==> src/rtl/display_pkg.sv <==
// Shared definitions for the double-buffered display frame loader.
package display_pkg;
  localparam int ROWS_DEFAULT = 64;

  typedef enum logic [1:0] {
    IDLE      = 2'd0,
    LOAD      = 2'd1,
    WAIT_SWAP = 2'd2
  } state_t;
endpackage

==> src/rtl/row_load_counter.sv <==
// Row index for back-bank loads: synchronous clear beats enable; terminal flags the last row.
module row_load_counter #(
  parameter int W = 6
) (
  input  logic         clk,
  input  logic         rst_n,
  input  logic         clear,
  input  logic         enable,
  output logic [W-1:0] count,
  output logic         terminal
);
  // Row count is a power of two, so the last row is all ones.
  assign terminal = &count;

  always_ff @(posedge clk or negedge rst_n) begin
    if (!rst_n) begin
      count <= '0;
    end else if (clear) begin
      count <= '0;
    end else if (enable) begin
      count <= count + W'(1);
    end
  end
endmodule

==> src/rtl/frame_swap_scheduler.sv <==
// Loads each new frame into the back bank row by row, then swaps banks on the display's frame_end.
module frame_swap_scheduler
  import display_pkg::*;
#(
  parameter int ROWS   = ROWS_DEFAULT,
  parameter int DROP_W = 8
) (
  input  logic                    clk,
  input  logic                    rst_n,
  input  logic                    frame_ready,
  input  logic                    frame_end,
  input  logic                    load_stall,
  output logic                    load_en,
  output logic [$clog2(ROWS)-1:0] load_row,
  output logic                    wr_bank,
  output logic                    front_bank,
  output logic                    swap_pulse,
  output logic                    busy,
  output logic [DROP_W-1:0]       drop_count
);
  localparam int RW = $clog2(ROWS);

  state_t state;
  logic   pending;
  logic   row_last;
  logic   last_write;
  logic   row_clear;
  logic   drop_inc;

  assign load_en    = (state == LOAD) && !load_stall;
  assign busy       = (state != IDLE);
  assign wr_bank    = ~front_bank;
  assign last_write = load_en && row_last;

  // Every entry into LOAD starts from row 0, including back-to-back reloads.
  assign row_clear  = (frame_ready && (state != LOAD)) || last_write;

  // A frame is lost when it displaces a pending one, or replaces an unswapped loaded frame.
  assign drop_inc   = frame_ready &&
                      (((state == LOAD) && pending) || ((state == WAIT_SWAP) && !frame_end));

  row_load_counter #(.W(RW)) u_row (
    .clk      (clk),
    .rst_n    (rst_n),
    .clear    (row_clear),
    .enable   (load_en),
    .count    (load_row),
    .terminal (row_last)
  );

  always_ff @(posedge clk or negedge rst_n) begin
    if (!rst_n) begin
      state      <= IDLE;
      pending    <= 1'b0;
      front_bank <= 1'b0;
      swap_pulse <= 1'b0;
      drop_count <= '0;
    end else begin
      swap_pulse <= 1'b0;
      if (drop_inc && (drop_count != '1)) begin
        drop_count <= drop_count + DROP_W'(1);
      end
      case (state)
        IDLE: begin
          if (frame_ready) state <= LOAD;
        end
        LOAD: begin
          if (last_write) begin
            state   <= (pending || frame_ready) ? LOAD : WAIT_SWAP;
            pending <= 1'b0;
          end else if (frame_ready) begin
            pending <= 1'b1;
          end
        end
        WAIT_SWAP: begin
          if (frame_end) begin
            front_bank <= ~front_bank;
            swap_pulse <= 1'b1;
          end
          if (frame_ready) begin
            state <= LOAD;
          end else if (frame_end) begin
            state <= IDLE;
          end
        end
        default: state <= IDLE;
      endcase
    end
  end
endmodule

==> config.mk <==
export PLATFORM = sky130hd
export DESIGN_NAME = frame_swap_scheduler
export DESIGN_NICKNAME = d
export VERILOG_FILES = /design/src/rtl/display_pkg.sv /design/src/rtl/row_load_counter.sv /design/src/rtl/frame_swap_scheduler.sv
export SDC_FILE = /design/constraint.sdc
export NUM_CORES = 1
export LEC_CHECK = 0
export ABC_AREA = 1
export CELL_PAD_IN_SITES_DETAIL_PLACEMENT = 0
export CELL_PAD_IN_SITES_GLOBAL_PLACEMENT = 1
export CORE_MARGIN = 4
export CORE_UTILIZATION = 29
export DETAILED_ROUTE_END_ITERATION = 10
export MAX_ROUTING_LAYER = met4
export PLACE_DENSITY_LB_ADDON = 0.25
export SYNTH_ARGS = -nofsm -noshare
export SYNTH_HDL_FRONTEND = slang
export SYNTH_SLANG_ARGS = --single-unit
==> constraint.sdc <==
create_clock -name clk -period 3.9 [get_ports clk]
set_input_delay 0.975 -clock clk [delete_from_list [all_inputs] [get_ports clk]]
set_output_delay 0.975 -clock clk [all_outputs]
set_load 0.02 [all_outputs]
# Yosys cells after proc, flatten, opt, wreduce, memory -nomap -nowiden
# Cells that the tools add are included.
# op_classes
n_addsub,2
reduce_logical,20
mux,12
n_eq_ne,7
bitwise,1
# op_table
operator,n
$mux 6,2
$mux 2,5
$add 8x1->8 const B,1
$ne 8x8->1 const B,1
$logic_and 1x1->1,7
$add 6x1->6 const B,1
$pmux 2 s3,1
$reduce_and 6->1,1
$reduce_bool 2->1,3
$mux 1,4
$ne 2x2->1 const B,2
$reduce_and 2->1,2
$logic_or 1x1->1,3
$ne 3x3->1 const B,1
$reduce_and 3->1,1
$eq 2x1->1 const B,1
$eq 2x2->1 const B,1
$logic_not 1->1,2
$logic_not 2->1,1
$ne 2x1->1 const B,1
$not 1->1,1
# totals
in_bits,5
out_inout_bits,19
word_cells,48
ff_bits,19

# Logic depth before layout (Yosys ltp)
# depth
ltp_word,5
depth_mapped,8
depth_no_buf,8

# Modules after synthesis
# A second synthesis with hierarchy kept.
# hier_totals
cells_unflattened,147
hier_area_um2,1113.6
# by_module_without_submodules
mod,cells_each,seq_area_each_um2,n_inst,area_per_inst_um2
frame_swap_scheduler,105,325.3,1,795.8
row_load_counter,42,150.1,1,317.8

# Least setup slack after synthesis
# No wires, ideal clock.
# synth_timing
path_type,input port to output port
start,in load_stall
end,out load_en
stages,1
t_required_ns,2.925
path_slack_ns,1.719
arrival_ns,1.206
path_buffers,0
path_cell_list,nor2_4
# synth_via
elab_chain_len,2
# synth_lines
element,line_no,text
from (decl),frame_swap_scheduler.sv:12,"input logic load_stall,"
$logic_not 1->1,frame_swap_scheduler.sv:30,assign load_en = (state == LOAD) && !load_stall;
$logic_and 1x1->1,frame_swap_scheduler.sv:30,
to (decl),frame_swap_scheduler.sv:13,"output logic load_en,"
# Every way passes these cells.

# Final worst setup path
# Same ends and word-level chain as after synthesis.

==> metrics.md <==
| Metric | Value |
|---|---|
| Status | finished, final reports clean |
| Post-synth top area share | a little over two fifths |
| Mapped cell area | between 1000 and 1500 um2 |
| Routed len/inst | between 10 and 15 um |
| Drt pass-1 iters | 4 |
| Layout cells sized above 1 | under 10% |
| Worst path bufs/invs | 2 |
| Setup CP Type | input pin to output pin |
| Initial antenna violation count | 0 |
| Global-route wire length before repair | about 4500 um |
| # clock sinks | 19 |
| # IOs | 24 |
| Die W | roughly 70 um |
| Period Utilization, post-route | between 80% and 90% |
| Largest net degree at the start of global routing | 20 |
| RSZ-0062 raised after global routing | no |
| Slew HR | 38.90% |
| Slew at the pin with the worst max-slew slack | around 0.91 ns |
| Final slew viol count | 0 |
| Number of global-route vias before repair | 1000 |
| Hold Path Class | flop to flop |
| Leak | 0.0007215 uW |
| DRC | 0 |
| # port buffers | 23 |
| Worst path max stage delay | ~0.64 ns |
| Crit start category | input pin |
| Fin Clk Skew | ~0.0032 ns |
| Fmax | roughly 300 MHz |
| Yosys warns | 0 |
| Placer Congestion | between 0.8 and 0.9 |
| Starting Density | a little under a third |
| Vias per cell | ~4.6 |
| Final nets | 182 |
| Setup TNS | 0 ns |
| Cell area power density | between 500 and 600 nW/um2 |
| Die ar. | about 4900 um2 |
| Ant diodes | 0 |
| Critical Path AT | around 2.3 ns |
| DP HPWL | 1984 um |
| CTS resizes | 0 |
| Antenna Violating Nets Remaining | 0 |
| Max cap viols | 0 |
| Synth-to-layout area growth | 29.35% |
| Via count | 1020 |
| Worst Path Required | 2.92 ns |
| Worst vdd ir | roughly 0.18 mV |
| Clock transition at path regs | about 0.080 ns |
| Clock latency on the worst-skew pair | 0.25 ns |
| DRC marker count from the first detailed-route iteration | 33 |
| Seq/Total Area, Yosys | 42.41% |
| Distinct cells, synth | 23 |
| Critical Path End Type | output pin |
| Synth area leader | dfrtp_1 |
| Fillcell total | slightly above 400 |
| Avg Synthesized Cell Area | between 7 and 8 um2 |
| Synth top area cells | dfrtp_1 42%, nand2_1 18%, nor2_1 6.0% |
| Crit path max-delay cell type | clkdlybuf4s50_1 |
| Hold Fails Final Rpt | 0 |
| Die Height | around 70 um |
| Final Util | about two fifths |
| Crit path cell chain | clkdlybuf4s50_1 -> nor2_4 -> clkdlybuf4s50_1 |
| Post-Route WL | 2595 um |
| Fin crit period | 3.286 ns |
| Global route overflow | 0 |
| Clk root buf | clkbuf_8 |
| FP Rows | 22 |
| Crit-path leading delay family | buffers and inverters |
| CTS HTree Levels | 1 |
| Peak fanout along the critical path | 7 |
| # Post-CTS Setup Buffers | 0 |
| CTS tree | built |
| Cts-stage hold buffer count | 0 |
| CTS max path bufs | 2 |
| Commonest non-fill, non-tap cells in the layout | 54 x nand2_1, 23 x clkdlybuf4s50_1, 19 x dfrtp_1 |
| TritonCTS Buffers | 3 |
| Setup-failing EPs final | 0 |
| Core Area | between 3000 and 4000 um2 |
| Crit-path most repeated cell | clkdlybuf4s50_1 |
| Post-Syn Nets | 155 |
| Cell count after synthesis | roughly 150 |
| Most common cell after layout, fill and taps aside | nand2_1 |
| Yosys reg bits | 19 |
| Total track usage | approximately an eighth |
-- worst reg2reg max path, cell delays in order, from the launching register on --
cell and delay, ns:
dfrtp_1 0.43, ha_1 0.28, nand3_1 0.13, inv_1 0.06, nand2_2 0.11, inv_1 0.09
nor2_4 0.19, nand2_1 0.07, nand2_1 0.06
-- path summary, 6_finish.rpt --
kind                                           startpoint                         end  slack (ns)  cells after the start
worst max-delay path                           load_stall                     load_en        0.61                      3
worst min-delay path                  pending$_DFFE_PN0P_         pending$_DFFE_PN0P_        0.56                      2
worst max register to register  drop_count[0]$_DFFE_PN0P_   drop_count[7]$_DFFE_PN0P_        2.42                      8
worst min register to register        pending$_DFFE_PN0P_         pending$_DFFE_PN0P_        0.56                      2
max in group asynchronous                           rst_n   drop_count[7]$_DFFE_PN0P_        2.11                      1
min in group asynchronous                           rst_n  u_row.count[3]$_DFFE_PN0P_        1.23                      1
-- cells by family (layout without fill, tap and decap cells) --
| group | Yosys count | count (layout) | synth area share [%] |
|---|---|---|---|
| compound gates | 9 | 9 | 4.799 |
| flops | 19 | 19 | 42.41 |
| fa+ha+maj | 2 | 2 | 2.232 |
| buf+inv | 16 | 42 | 5.692 |
| simple gates | 98 | 98 | 41.74 |
| xor+xnor | 4 | 4 | 3.126 |
-- routing by layer --
layer	share of wire [%]	GRT usage, %
met1	49	14.47
met2	47	19.10
met3	2.6	2.302
met4	0.89	3.830
met5	0	-
-- cell type report --
| cell class | count | area, um2 | area share [%] |
|---|---|---|---|
| Multi-Input combinational cell | 113 | 581.8 | 40.12 |
| Sequential cell | 19 | 475.5 | 32.79 |
| Timing Repair Buffer | 23 | 230.2 | 15.88 |
| Tap cell | 48 | 60.06 | 4.142 |
| Inverter | 15 | 56.30 | 3.883 |
| Clock buffer | 3 | 41.29 | 2.847 |
| Clock inverter | 1 | 5.005 | 0.3451 |
-- report_power, final --
| group | internal [uW] | switching, uW | total [uW] |
|---|---|---|---|
| clock network | 71.0 | 68.7 | 140 |
| logic | 154 | 172 | 326 |
| registers | 248 | 69.8 | 318 |
-- state kept, by name, indices dropped and copies added, names as in the netlist --
| name | count |
|---|---|
| drop_count | 8 |
| state | 2 |
| u_row.count | 6 |
| swap_pulse | 1 |
| front_bank | 1 |
| pending | 1 |
-- Yosys cell counts, drive strengths merged --
master,number
nand3,11
inv,15
nand4,2
nand3b,2
dfrtp,19
nand2,61
nor2,21
xor2,2
xnor2,2
o22ai,1
o21ai,2
a21boi,1
nor3,1
o21bai,2
a21oi,3
ha,2
buf,1
-- metrics by stage --
step	cell area [um2]	worst slack, ns	power [uW]	hold WS, ns	std cells
after floorplan	1121	1.719	500.3	0.4881	148
after global placement	1404	0.6355	644.3	0.5292	218
after detailed placement	1404	0.6032	654.0	0.5291	218
after CTS	1450	0.5998	795.9	0.5493	222
after global routing	1450	0.5697	841.7	0.6173	222
final	1450	0.6143	783.5	0.5613	222
Power figures use the tool's default switching activity.
